`config.mk`:
```
export PLATFORM = sky130hd
export DESIGN_NAME = mem_arb
export DESIGN_NICKNAME = d
export VERILOG_FILES = /design/src/rtl/mem_arb.sv
export SDC_FILE = /design/constraint.sdc
export NUM_CORES = 1
export LEC_CHECK = 0
export ABC_AREA = 1
export CAP_MARGIN = 20
export CORE_AREA = 5 5 323 325
export CTS_CLUSTER_SIZE = 40
export DETAILED_ROUTE_END_ITERATION = 6
export DIE_AREA = 0 0 328 330
export GPL_TIMING_DRIVEN = 0
export SKIP_LAST_GASP = 1
export SYNTH_ARGS = -nofsm -noshare
export SYNTH_HDL_FRONTEND = slang
export SYNTH_SLANG_ARGS = --single-unit
```
`constraint.sdc`:
```
create_clock -name clk -period 10.1 [get_ports clk]
set_input_delay 1.01 -clock clk [delete_from_list [all_inputs] [get_ports clk]]
set_output_delay 1.01 -clock clk [all_outputs]
set_load 0.005 [all_outputs]
```
`src/rtl/mem_arb.sv`:
```
`default_nettype none
// ============================================================================
// mem_arb : round-robin arbiter of a fetch port and a data port onto one
//           single-port memory. Optional counters: MEM_ARB_STATS_EN. Rev 1.0
// ============================================================================
module mem_arb #(
  parameter int DW = 128,
  parameter int AW = 16
) (
  input  logic            clk,
  input  logic            rst_n,
  input  logic            i_req_valid,
  output logic            i_req_ready,
  input  logic [AW-1:0]   i_addr,
  output logic            i_rsp_valid,
  input  logic            i_rsp_ready,
  output logic [DW-1:0]   i_rsp_data,
  input  logic            d_req_valid,
  output logic            d_req_ready,
  input  logic [AW-1:0]   d_addr,
  input  logic [DW/8-1:0] d_we,
  input  logic [DW-1:0]   d_wdata,
  output logic            d_rsp_valid,
  input  logic            d_rsp_ready,
  output logic [DW-1:0]   d_rsp_data,
  output logic            mem_en,
  output logic [DW/8-1:0] mem_we,
  output logic [AW-1:0]   mem_addr,
  output logic [DW-1:0]   mem_din,
  input  logic [DW-1:0]   mem_dout,
  output logic [31:0]     stat_gnt0,
  output logic [31:0]     stat_gnt1,
  output logic [31:0]     stat_conflict
);

  logic          inflight0, inflight1;
  logic          hold_vld0, hold_vld1;
  logic          last1;
  logic [DW-1:0] hold0, hold1;
  logic          elig0, elig1, req0, req1, gnt0, gnt1;

  // A port may issue only if its previous response leaves the memory output this cycle.
  always_comb begin
    elig0 = !hold_vld0 && (!inflight0 || i_rsp_ready);
    elig1 = !hold_vld1 && (!inflight1 || d_rsp_ready);
    req0  = i_req_valid && elig0;
    req1  = d_req_valid && elig1;
    gnt0  = req0 && (!req1 || last1);
    gnt1  = req1 && (!req0 || !last1);
  end

  assign i_req_ready = gnt0;
  assign d_req_ready = gnt1;
  assign mem_en      = gnt0 | gnt1;
  assign mem_addr    = gnt1 ? d_addr : i_addr;
  assign mem_we      = gnt1 ? d_we : '0;
  assign mem_din     = d_wdata;

  assign i_rsp_valid = inflight0 | hold_vld0;
  assign i_rsp_data  = hold_vld0 ? hold0 : mem_dout;
  assign d_rsp_valid = inflight1 | hold_vld1;
  assign d_rsp_data  = hold_vld1 ? hold1 : mem_dout;

  always_ff @(posedge clk) begin
    if (!rst_n) begin
      inflight0 <= 1'b0;
      inflight1 <= 1'b0;
      hold_vld0 <= 1'b0;
      hold_vld1 <= 1'b0;
      last1     <= 1'b1;
    end else begin
      inflight0 <= gnt0;
      inflight1 <= gnt1 && (d_we == '0);
      hold_vld0 <= (hold_vld0 | inflight0) & !i_rsp_ready;
      hold_vld1 <= (hold_vld1 | inflight1) & !d_rsp_ready;
      if (gnt0 | gnt1) last1 <= gnt1;
    end
  end

  // Skid capture of the one-cycle memory output when the consumer stalls.
  always_ff @(posedge clk) begin
    if (inflight0 && !i_rsp_ready) hold0 <= mem_dout;
    if (inflight1 && !d_rsp_ready) hold1 <= mem_dout;
  end

`ifdef MEM_ARB_STATS_EN
  logic [31:0] cnt_gnt0, cnt_gnt1, cnt_conflict;

  always_ff @(posedge clk) begin
    if (!rst_n) begin
      cnt_gnt0     <= 32'd0;
      cnt_gnt1     <= 32'd0;
      cnt_conflict <= 32'd0;
    end else begin
      if (gnt0) cnt_gnt0 <= cnt_gnt0 + 32'd1;
      if (gnt1) cnt_gnt1 <= cnt_gnt1 + 32'd1;
      if (i_req_valid && d_req_valid && elig0 && elig1)
        cnt_conflict <= cnt_conflict + 32'd1;
    end
  end

  assign stat_gnt0     = cnt_gnt0;
  assign stat_gnt1     = cnt_gnt1;
  assign stat_conflict = cnt_conflict;
`else
  assign stat_gnt0     = 32'd0;
  assign stat_gnt1     = 32'd0;
  assign stat_conflict = 32'd0;
`endif

endmodule
`default_nettype wire

```
# After elaboration in Yosys (flattened, before gate mapping)

Cells that the tools add are included.

Flip-flop bits (word level): 261
Word-level logic and storage cells: 39

Muxes and demuxes: 4
Bitwise operators: 5
Reductions and logical operators: 23

Operators with widths:

| kind                | count |
|---|---|
| $mux W128           | 2 |
| $mux W16            | 2 |
| $logic_not A16 Y1   | 1 |
| $logic_and A1 B1 Y1 | 9 |
| $logic_not A1 Y1    | 9 |
| $logic_or A1 B1 Y1  | 4 |
| $or A1 B1 Y1        | 3 |
| $and A1 B1 Y1       | 2 |

# Depth between registers and ports, before layout

Depth after elaboration: 8
Depth in mapped cells: 8
Gate-level depth less buffers: 6

# Worst setup path before layout

Ideal clock, no wire load.

Path type: input to output
From: input d_rsp_ready
To: output mem_addr[10]
Buffers on the path: 1
Setup slack: 4.245 ns
Arrival time: 4.845 ns
Stages on the path: 6
Path through: nor2_2 nor2_8 nand2_4 buf_6 nand2_1 nand2_1

Cells in the longest elaborated chain, start to end: 5

Ends and longest elaborated chain:

| what                | RTL line | text |
|---|---|---|
| start: declaration  | 24       | `input logic d_rsp_ready,` |
| $logic_or A1 B1 Y1  | 45       | `elig1 = !hold_vld1 && (!inflight1 \|\| d_rsp_ready);` |
| $logic_and A1 B1 Y1 | 45       |  |
| $logic_and A1 B1 Y1 | 47       | `req1 = d_req_valid && elig1;` |
| $logic_and A1 B1 Y1 | 49       | `gnt1 = req1 && (!req0 \|\| !last1);` |
| $mux W16            | 55       | `assign mem_addr = gnt1 ? d_addr : i_addr;` |
| end: declaration    | 28       | `output logic [AW-1:0] mem_addr,` |

No other way between the ends.

# Worst setup path in the final report

From: register hold_vld1
To: output d_rsp_data[51]

Cells in the longest elaborated chain, start to end: 1

Ends and longest elaborated chain:

| what                     | RTL line | text |
|---|---|---|
| start: declaration       | 37       | `logic hold_vld0, hold_vld1;` |
| start signal: assignment | 75       | `hold_vld1 <= (hold_vld1 \| inflight1) & !d_rsp_ready;` |
| $mux W128                | 62       | `assign d_rsp_data = hold_vld1 ? hold1 : mem_dout;` |
| end: declaration         | 25       | `output logic [DW-1:0] d_rsp_data,` |

No other way between the ends.

==> results.toml <==
[status]
status = "finished, final reports clean"

[global_route]
gr-total-overflow = 0
antenna_found_initial = 22
grt_use_total_pct = 11.2
grt_pass1_vias = 11200
grt_pass1_wl_um = 85900
grt_max_degree = 69

[worst_setup_path]
arrival_ns = 3.69
crit_buf_inv = 4
startpoint = "hold_vld1"
slowest_delay_ns = 0.88
critPathLaunchType = "flop"
rr_startpoint = "hold_vld0"
r2r_cells = 4
crit_top_cell = "buf_2"
worstPathCellList = "buf_6 > buf_2 > buf_2 > nand2_1 > o21ai_0 > clkdlybuf4s50_1"
cp.required_ns = 9.09
crit_type = "flop to primary output"
cp.depth = 6
setup.worst_path.end_class = "primary output"
path_delay_family = "buffers and inverters"
cp_max_fo = 12
cp_slowest_cell = "dfxtp_1"

[timing]
min_period_ns = 4.70
fmax_mhz = 213
worst_pin_slew_ns = 0.912
final-hold-violation-count = 0
slew_headroom_pct = 39.0
setup-tns-final_ns = 0
grt_setup_unrepaired = "false"
report.final.slew_viol_count = 0
min_period_over_period_pct = 46.6
skew_ns = 0.00969
worst_slack_ns = 5.40
setup_violations = 0

[logic_synthesis]
yosysWarnings = 0
ys_types = 20
syn-mean-instance-area_um2 = 9.99
yosysTopAreaCellShare_pct = 58.9
synth_area_um2 = 13100
synth-edff-count = 256
yosys.area.top_type = "edfxtp_1"
ys_seq_area_share_pct = 59.6
yosys_register_bits = 261
synth_commonest_cells = "295 x nand2_1, 256 x edfxtp_1, 256 x o21ai_0, 225 x buf_4, 151 x inv_1"
postSynth.asyncResetShare_pct = 0
synth_ff_type = "edfxtp_1"
synth_most_common_cell = "nand2_1"
synthTopCellsByArea = "edfxtp_1 59%, buf_4 13%, o21ai_0 9.8%, nand2_1 8.5%, inv_1 4.3%"
netlist_instances = 1308

[route]
vias = 11400
drt_pass1_iterations = 5
drt-total-wl_um = 65400
antenna_left = 0
wl_per_cell_um = 19.0
drc = 0
viasPerCell = 3.31
drt-initial-drc-count = 451

[hold_path]
hp-class = "flop to flop"
holdCritStartpoint = "inflight0"
min_delay_path_depth = 2

[cts]
ctsResizeCount = 0
cts_tree = "built"
clk_latency_ns = 0.54
cts_buffer_depth = 3
cts_root_buffer = "clkbuf_16"
cts_max_level = 2
ctsHoldBuffers = 0
postCtsSetupBuffers = 0
numCtsBuffers = 34
clkTransAtPathRegs_ns = 0.06
cts_sinks = 261

[place]
io_buffers = 602
pre_cts_slack_ns = 5.52
place_inst = 3378
dpl.hpwl_um = 54000
gp_congestion = 0.785

[floorplanning]
coreArea_um2 = 101000
ios = 827
initial_core_util_pct = 12.9
dieArea_um2 = 108000
row_count = 117
die-height_um = 330
die_w_um = 328

[pwr]
total_leakage_power_nw = 8.42
ir_worst_vdd_mv = 0.106
power_density_nw_per_um2 = 128

[layout]
drive_above_1_share_pct = 15.9
final_core_util_pct = 22.1
nets = 2356
stdcell_count = 3445
area_growth_syn_to_layout_pct = 70.8

[run]
cap_violations = 0
## routing by layer
layer | vias to the layer above | wire [um] | global-route usage, % | share of wire [%]
li1 | 5471 | - | - | -
met4 | 18 | 1350 | 2.82 | 2.1
met5 | - | 107 | 0 | 0.16
met3 | 79 | 7850 | 5.61 | 12
met2 | 557 | 30900 | 18.8 | 47
met1 | 5292 | 25200 | 12.7 | 39
## worst paths after layout
check	to	slack (ns)
worst min register to register	hold_vld0	0.55
worst min-delay path	hold_vld0	0.55
worst max-delay path	d_rsp_data[51]	5.40
worst max register to register	hold_vld0	8.03
## final cells by class
class                      count  area, um2
clock inverter                15        106
timing repair buffer         607       6130
tap                         1368       1710
multi-input combinational    704       3070
antenna                       10       25.0
sequential                   261       7790
fill                       11000      78800
buffer                       285       1980
inverter                     153        582
clock buffer                  42        902
## report_power, final
| group | leakage (nW) | internal (mW) | switching (mW) | total, mW |
|---|---|---|---|---|
| clock network | 0.492 | 0.657 | 0.474 | 1.13 |
| registers | 2.36 | 1.21 | 0.00499 | 1.21 |
| logic | 5.56 | 0.312 | 0.207 | 0.520 |
## kinds of logic after synthesis
kind of cell | after synthesis | share of synthesized area [%]
AOI/OAI and AO/OA | 257 | 9.85
buffers and inverters | 438 | 19.6
DFF | 261 | 59.6
other | 1 | 0.0287
and+or+nand+nor | 351 | 10.9
## flip-flops by register name (all words and copies together) (netlist names)
name	flops
hold0	128
hold1	128
hold_vld0	1
hold_vld1	1
inflight0	1
inflight1	1
last1	1
## tightest hold or removal path, stage by stage (launching register included)
cell and delay (ns):
dfxtp_1 0.31, nor2_1 0.13, nor3_1 0.07
## stage by stage
step	hold slack [ns]	power (mW)	area, um2
global route	0.599	2.99	22300
detailed placement	0.549	1.76	21300
floorplan	0.491	1.40	13400
CTS	0.557	2.92	22300
finish	0.552	2.86	22300
global placement	0.520	1.76	21200
## cells in the final DEF (no fill, tap or decap), types with 31 or more instances in the layout
master and instances:
edfxtp_1 256, clkbuf_1 31, buf_4 225, inv_1 150, nand2_1 295, clkbuf_16 35, clkdlybuf4s50_1 602, o21ai_0 256
conb_1 96, buf_2 32
(Power assumes the default switching activity.)
